[config.mk]
export PLATFORM = sky130hd
export DESIGN_NAME = bean_scroller
export DESIGN_NICKNAME = d
export VERILOG_FILES = /design/src/rtl/bean_scroller.sv
export SDC_FILE = /design/constraint.sdc
export NUM_CORES = 1
export LEC_CHECK = 0
export BUFFER_PORTS_ARGS = -buffer_cell sky130_fd_sc_hd__clkbuf_2
export CAP_MARGIN = 30
export CORE_UTILIZATION = 45
export CTS_BUF_LIST = sky130_fd_sc_hd__clkbuf_4
export CTS_CLUSTER_DIAMETER = 30
export DETAILED_ROUTE_END_ITERATION = 7
export PLACE_DENSITY_LB_ADDON = 0.08
export RECOVER_POWER = 25
export SLEW_MARGIN = 40
export SYNTH_ARGS = -nofsm -noshare
export SYNTH_HDL_FRONTEND = slang
export SYNTH_SLANG_ARGS = --single-unit
[constraint.sdc]
create_clock -name clk_i -period 2.7 [get_ports clk_i]
set_clock_uncertainty 0.15 [all_clocks]
set_input_delay 0.27 -clock clk_i [delete_from_list [all_inputs] [get_ports clk_i]]
set_output_delay 0.27 -clock clk_i [all_outputs]
set_load 0.01 [all_outputs]
[src/rtl/bean_scroller.sv]
// bean_scroller
//   Position generator for the bean obstacle in goose-run. Owns the bean's
//   left-edge x coordinate and moves it left by `speed` pixels once per frame.
//   When the bean leaves the left edge it waits off-screen for a gap and then
//   respawns at SPAWN_X. Every PASSES_PER_LEVEL passed beans raise the speed
//   by one, up to SPEED_MAX.
//
// Ports
//   clk_i           system clock
//   rst_ni          synchronous active-low reset
//   frame_tick_i    one-cycle pulse per video frame
//   run_i           game active level, 0 aborts to IDLE
//   hit_i           collision flag, freezes motion until run_i drops
//   bean_x_o        registered bean left-edge x
//   bean_visible_o  bean should be drawn
//   passed_o        one-cycle pulse when a bean leaves the left edge
//   speed_o         current pixels per frame
//
// Optional feature
//   BEAN_RANDOM_GAP_EN : when defined, the off-screen gap is GAP_MIN plus
//   four bits of an 8-bit LFSR. When undefined, the gap is GAP_MIN+8.

module bean_scroller #(
  parameter logic [9:0] SPAWN_X          = 10'd640,
  parameter logic [3:0] SPEED_INIT       = 4'd2,
  parameter logic [3:0] SPEED_MAX        = 4'd8,
  parameter logic [2:0] PASSES_PER_LEVEL = 3'd5,
  parameter logic [4:0] GAP_MIN          = 5'd8
) (
  input  logic       clk_i,
  input  logic       rst_ni,
  input  logic       frame_tick_i,
  input  logic       run_i,
  input  logic       hit_i,
  output logic [9:0] bean_x_o,
  output logic       bean_visible_o,
  output logic       passed_o,
  output logic [3:0] speed_o
);

  typedef enum logic [1:0] {IDLE, SCROLL, GAP, FROZEN} state_e;

  state_e     state_q, state_d;
  logic [9:0] beanX_q, beanX_d;
  logic       visible_q, visible_d;
  logic       passed_q, passed_d;
  logic [3:0] speed_q, speed_d;
  logic [2:0] passCnt_q, passCnt_d;
  logic [4:0] gapCnt_q, gapCnt_d;
  logic [4:0] gapLoad;

`ifdef BEAN_RANDOM_GAP_EN
  logic [7:0] lfsr_q, lfsr_d;

  // Fibonacci LFSR, taps 8,6,5,4; free-running outside reset
  always_comb begin
    lfsr_d = {lfsr_q[6:0], lfsr_q[7] ^ lfsr_q[5] ^ lfsr_q[4] ^ lfsr_q[3]};
  end

  always_ff @(posedge clk_i) begin
    if (!rst_ni) lfsr_q <= 8'hA5;
    else         lfsr_q <= lfsr_d;
  end

  assign gapLoad = GAP_MIN + {1'b0, lfsr_q[3:0]};
`else
  assign gapLoad = GAP_MIN + 5'd8;
`endif

  // State and datapath registers
  always_ff @(posedge clk_i) begin
    if (!rst_ni) begin
      state_q   <= IDLE;
      beanX_q   <= SPAWN_X;
      visible_q <= 1'b0;
      passed_q  <= 1'b0;
      speed_q   <= SPEED_INIT;
      passCnt_q <= '0;
      gapCnt_q  <= '0;
    end else begin
      state_q   <= state_d;
      beanX_q   <= beanX_d;
      visible_q <= visible_d;
      passed_q  <= passed_d;
      speed_q   <= speed_d;
      passCnt_q <= passCnt_d;
      gapCnt_q  <= gapCnt_d;
    end
  end

  // Next-state logic; run_i=0 beats hit_i, which beats frame_tick_i
  always_comb begin
    state_d   = state_q;
    beanX_d   = beanX_q;
    visible_d = visible_q;
    passed_d  = 1'b0;
    speed_d   = speed_q;
    passCnt_d = passCnt_q;
    gapCnt_d  = gapCnt_q;

    if (!run_i) begin
      state_d   = IDLE;
      beanX_d   = SPAWN_X;
      visible_d = 1'b0;
      speed_d   = SPEED_INIT;
      passCnt_d = '0;
    end else begin
      case (state_q)
        IDLE: begin
          state_d   = SCROLL;
          beanX_d   = SPAWN_X;
          visible_d = 1'b1;
        end
        SCROLL: begin
          if (hit_i) begin
            state_d = FROZEN;
          end else if (frame_tick_i) begin
            // Comparing before subtracting keeps the unsigned x from wrapping
            if (beanX_q <= {6'd0, speed_q}) begin
              state_d   = GAP;
              beanX_d   = SPAWN_X;
              visible_d = 1'b0;
              passed_d  = 1'b1;
              gapCnt_d  = gapLoad;
              if (passCnt_q == PASSES_PER_LEVEL - 3'd1) begin
                passCnt_d = '0;
                if (speed_q < SPEED_MAX) speed_d = speed_q + 4'd1;
              end else begin
                passCnt_d = passCnt_q + 3'd1;
              end
            end else begin
              beanX_d = beanX_q - {6'd0, speed_q};
            end
          end
        end
        GAP: begin
          if (hit_i) begin
            state_d = FROZEN;
          end else if (frame_tick_i) begin
            // A loaded gap of G lasts G+1 frame ticks
            if (gapCnt_q == 5'd0) begin
              state_d   = SCROLL;
              beanX_d   = SPAWN_X;
              visible_d = 1'b1;
            end else begin
              gapCnt_d = gapCnt_q - 5'd1;
            end
          end
        end
        FROZEN: begin
          state_d = FROZEN;
        end
        default: begin
          state_d = IDLE;
        end
      endcase
    end
  end

  // Outputs come straight from registers
  always_comb begin
    bean_x_o       = beanX_q;
    bean_visible_o = visible_q;
    passed_o       = passed_q;
    speed_o        = speed_q;
  end

endmodule

Word level (Yosys, flattened, before mapping)

Cells that the tools add are included.

Register bits: 26
Bits of input ports: 5
Output and inout port bits: 16

Add/subtract/negate cells: 4
$lt $le $gt $ge: 2
Equality and inequality tests: 15
Mux-type cells: 30
Bitwise logic cells: 5
Reductions and logical operators: 12

Operator list:

| operator                                          | count |
|---|---|
| 2-to-1 mux 10 bit                                 | 6 |
| 2-to-1 mux 5 bit                                  | 6 |
| one-hot mux 10 bit (3 select lines)               | 1 |
| != test 2 bit (second input constant)             | 7 |
| 2-to-1 mux 2 bit                                  | 6 |
| != test 3 bit (second input constant)             | 4 |
| AND reduction 6 bit                               | 2 |
| <= comparator 10 x 4 -> 1 bit                     | 1 |
| one-hot mux 5 bit (2 select lines)                | 1 |
| subtractor 10 x 4 -> 10 bit                       | 1 |
| one-hot mux 2 bit (4 select lines)                | 1 |
| AND reduction 4 bit                               | 2 |
| AND reduction 8 bit                               | 1 |
| 2-to-1 mux 1 bit                                  | 7 |
| AND reduction 7 bit                               | 1 |
| zero test 5 bit                                   | 1 |
| inverter 1 bit                                    | 5 |
| OR reduction 5 bit                                | 1 |
| subtractor 5 x 1 -> 5 bit (second input constant) | 1 |
| adder 4 x 1 -> 4 bit (second input constant)      | 1 |
| equality test 2 bit (second input constant)       | 2 |
| < comparator 4 bit (second input constant)        | 1 |
| adder 3 x 1 -> 3 bit (second input constant)      | 1 |
| equality test 3 bit (second input constant)       | 1 |
| other kinds (7)                                   | 7 |

Longest topological paths before layout

Depth in word-level cells: 5
Mapped depth: 8
Depth with buffers taken out: 8

Worst setup path before layout

OpenSTA, ideal clock, no wires.

Path type: register -> register
Start point: register beanX_q[0], in the netlist bean_x_o[0]
End point: register beanX_q[0], in the netlist bean_x_o[0]
Arrival time: 2,098 ps
Data required time: 2,479 ps
Setup slack: 382 ps
Cell stages (with the launch flop): 9
Buffers on the path: 0
Cell sequence: dfxtp_1 inv_1 ha_1 fa_1 nor2b_1 o221ai_1 a21o_1 or3_1 a21oi_1

Longest elaborated chain between the ends: 5

RTL lines:

| item                                                                                | RTL line | RTL |
|---|---|---|
| start: declaration                                                                  | 44       | `logic [9:0] beanX_q, beanX_d;` |
| start signal: assignment                                                            | 82       | `beanX_q <= beanX_d;` |
| subtractor 10 x 4 -> 10 bit / <= comparator 10 x 4 -> 1 bit (equally long branches) | 132, 119 |  |
| 2-to-1 mux 10 bit *                                                                 | 119      | `if (beanX_q <= {6'd0, speed_q}) begin` |
| 2-to-1 mux 10 bit *                                                                 | 117      | `end else if (frame_tick_i) begin` |
| 2-to-1 mux 10 bit *                                                                 | 115      | `if (hit_i) begin` |
| one-hot mux 10 bit (3 select lines) *                                               | 108      | `case (state_q)` |

Mark *: on every way between the ends. The rest lies on a longest branch, timed or not. The select of a mux whose other input is x is not followed.
A chain may end at the register's enable or synchronous reset.

Worst setup path in the final report

Start point: register beanX_q[0], in the netlist bean_x_o[0]
End point: register beanX_q[1], in the netlist bean_x_o[1]

Same word-level chain as after synthesis.

==> impl_metrics.toml <==
[outcome]
status = "finished clean"

[clock_tree]
ctsLongestPathBuffers = 2
cts_tree = "built"
cts_inserted_buffers = 3
clock-sinks = 26
clkTransAtPathRegs_ps = 130
post_cts.repair.setup_buffers = 0
clock_latency_at_the_later_pin_of_the_worst_skew_pair_ps = 320
cts.htree.levels = 1
holdBufCountCts = 0
postCtsResizedCells = 0
clk_root_buffer_cell = "sky130_fd_sc_hd__clkbuf_4"

[detailed_routing]
met3WireLength_um = 105
route.detailed.wl_per_inst_um = 12.98
detail_route.wirelength.met1_um = 1412
route.vias.total = 1262
ant_nets = 0
dr.pass1.iters = 5
drt-vias-per-instance = 5.511
route.top_layer_used = "met4"
drt_wl_total_um = 2972
first_iter_violations = 38
wl_met2_um = 1411
dr_drc_count = 0

[logic_synthesis]
synth_fp_nets = 179
synthDistinctLibCells = 49
dominantRegCellSynth = "sky130_fd_sc_hd__dfxtp_1"
synth.yosys.warnings = 0
synth_largest_type_area_fraction_pct = 35.65
yosys-top-cells-count = "sky130_fd_sc_hd__dfxtp_1 (26), sky130_fd_sc_hd__a21oi_1 (12), sky130_fd_sc_hd__inv_1 (12)"
post_synth.cell_area_avg_um2 = 8.903
post_synthesis_instance_area_um2 = 1460
synth.yosys.seq_area_share_pct = 35.65
synth.top_cells.by_area = "sky130_fd_sc_hd__dfxtp_1 (36%), sky130_fd_sc_hd__ha_1 (7.7%), sky130_fd_sc_hd__a21oi_1 (4.1%)"
synth_edf_count = 0
ys_ff_latch = 26
yosys.cell_count.top_type = "sky130_fd_sc_hd__dfxtp_1"
syn-instance-count = 164
synthDominantAreaCellType = "sky130_fd_sc_hd__dfxtp_1"
synthArstFlopShare_pct = 0

[power_and_ir_drop]
irDropWorstVdd_uv = 242.8
power.density_nw_per_um2 = 397.3
power.leakage_nw = 0.5945

[critical_path]
worstReg2RegEnd = "bean_x_o[1]"
end_kind = "flop"
worstSetupStartpoint = "bean_x_o[0]"
critPathMaxFanout = 5
regToRegStartpoint = "bean_x_o[0]"
critical_path_class = "flop to flop"
critical_path_arrival_ps = 2620
r2r.worst_path.cells = 8
r2r_slack_ps = 180
cp-start-kind = "flop"
required_ps = 2810

[timing]
setup_total_negative_slack_ps = 0
final.period_utilization_pct = 93.19
timing.final.setup_violations = 0
grt_setup_unrepaired = "false"
maxSlewViolCount = 0
fmaxAchievable_mhz = 397.4
final_hold_viol_count = 0
min_period_ps = 2516
timing.slew.headroom_pct = 65.89
tightest_slew_ps = 511.6

[global_routing]
antenna_found_initial = 0
grt_max_degree = 14
number_of_global_route_vias_before_repair = 1132
grt_overflow_total = 0
global_route.usage.total_pct = 19.03
grt_first_pass_wirelength_um = 4988

[finish]
num-fill-cells = 307
seqCellArea_um2 = 520.5
drive_above_1_share_pct = 14.05
finalInstanceArea_um2 = 1618
insertedDiodeCount = 0
multi_input_area_um2 = 887.1
final_nets = 202
area_delta_synth_final_pct = 10.80

[die]
die_area_um2 = 3476
rows = 20
design.portCount = 21
start_util_pct = 47.44
die_h_um = 58.96
core_region_area_um2 = 3078
floorplan.die.width_um = 58.96

[placed_design]
placedInstanceArea_um2 = 1608
gpl.final_weighted_congestion = 0.7605
hpwlAfterDp_um = 2329
port_buffers = 20

[job]
number_of_max_capacitance_violations_reported = 0

[worst_hold_path]
worstHoldPathType = "input pin to flop"
whs_endpoint = "gapCnt_q[2]"
min_path_cells = 2
worst_hold_startpoint = "rst_ni"
==> final cells by class <==
cell class / count / share of cell area, %
well taps: 44 / 3.403
repair buffers: 20 / 5.414
inverters: 12 / 2.784
flip-flops and latches: 26 / 32.17
multi-input cells: 124 / 54.83
clock buffers: 3 / 1.392
==> metrics by stage <==
stage	cells	worst slack, ps	utilization, %	hold slack [ps]	power [mW]
after global placement	226	301.0	52.24	308.8	0.4882
final	229	183.9	52.56	63.93	0.6428
after floorplan	164	381.6	-	261.9	0.4661
after global routing	229	2.119	52.56	69.01	0.6799
after detailed placement	226	226.4	52.24	315.0	0.4897
after CTS	229	213.0	52.97	56.62	0.6538
==> per-layer routing <==
| layer | GRT usage (%) | vias up |
|---|---|---|
| met5 | 0 | - |
| met4 | 7.823 | 0 |
| met3 | 3.077 | 5 |
| met2 | 30.68 | 31 |
| met1 | 25.27 | 575 |
| li1 | - | 651 |
==> flip-flops by register name, indices dropped and copies added (netlist names) <==
register / flops
gapCnt_q: 5
bean_visible_o: 1
bean_x_o: 10
passed_o: 1
speed_o: 4
state_q: 2
passCnt_q: 3
==> worst max-delay path, cell delays in order, from the launching register on <==
cell	delay [ps]
sky130_fd_sc_hd__dfxtp_1	370
sky130_fd_sc_hd__inv_1	50
sky130_fd_sc_hd__ha_1	210
sky130_fd_sc_hd__fa_1	410
sky130_fd_sc_hd__nor2b_1	180
sky130_fd_sc_hd__o221ai_1	280
sky130_fd_sc_hd__a21o_1	300
sky130_fd_sc_hd__or3_1	360
sky130_fd_sc_hd__a21oi_1	140
==> worst max path at each step <==
stage / end / slack, ps / cells after the start
2_1_floorplan: bean_x_o[0] / 380 / 8
3_5_place_dp: bean_x_o[1] / 230 / 8
6_report: bean_x_o[1] / 180 / 8
5_1_grt: gapCnt_q[3] / 2 / 8
3_3_place_gp: bean_x_o[1] / 300 / 8
4_1_cts: bean_x_o[1] / 210 / 8
==> layout by cell type (no fill, tap or decap), types with 2 or more instances in the layout <==
cell type,instances
sky130_fd_sc_hd__clkbuf_4,3
sky130_fd_sc_hd__o21a_1,5
sky130_fd_sc_hd__nand2b_1,4
sky130_fd_sc_hd__clkbuf_2,10
sky130_fd_sc_hd__or2_2,2
sky130_fd_sc_hd__inv_1,12
sky130_fd_sc_hd__nor2_1,10
sky130_fd_sc_hd__or3_1,6
sky130_fd_sc_hd__nor3_4,2
sky130_fd_sc_hd__clkbuf_1,10
sky130_fd_sc_hd__o31ai_1,4
sky130_fd_sc_hd__a21oi_1,12
sky130_fd_sc_hd__or4_1,2
sky130_fd_sc_hd__o21ai_0,7
sky130_fd_sc_hd__nor3_1,4
sky130_fd_sc_hd__xnor2_1,3
sky130_fd_sc_hd__nand3_1,8
sky130_fd_sc_hd__o211ai_1,2
sky130_fd_sc_hd__nand2_1,11
sky130_fd_sc_hd__nor2b_1,2
sky130_fd_sc_hd__dfxtp_1,26
sky130_fd_sc_hd__ha_1,9
sky130_fd_sc_hd__a211oi_1,4
==> cell families (layout without fill, tap and decap cells) <==
family	count (synthesis)	after routing	share of synthesized area, %
xor gates and xnor gates	4	4	2.400
muxes	1	1	0.6855
adders and majority gates	10	10	9.083
DFF	26	26	35.65
and+or+nand+nor	63	63	26.05
AOI/OAI and AO/OA	46	46	22.54
buffers and inverters	14	35	3.598
==> where the power goes <==
part | leakage, nW | switching, mW | internal (mW) | total, mW
registers | 0.211 | 0.00831 | 0.391 | 0.399
clock network | 0.0138 | 0.110 | 0.0523 | 0.163
logic | 0.370 | 0.0498 | 0.0315 | 0.0813
No activity file was read; power rests on OpenSTA's default activity.
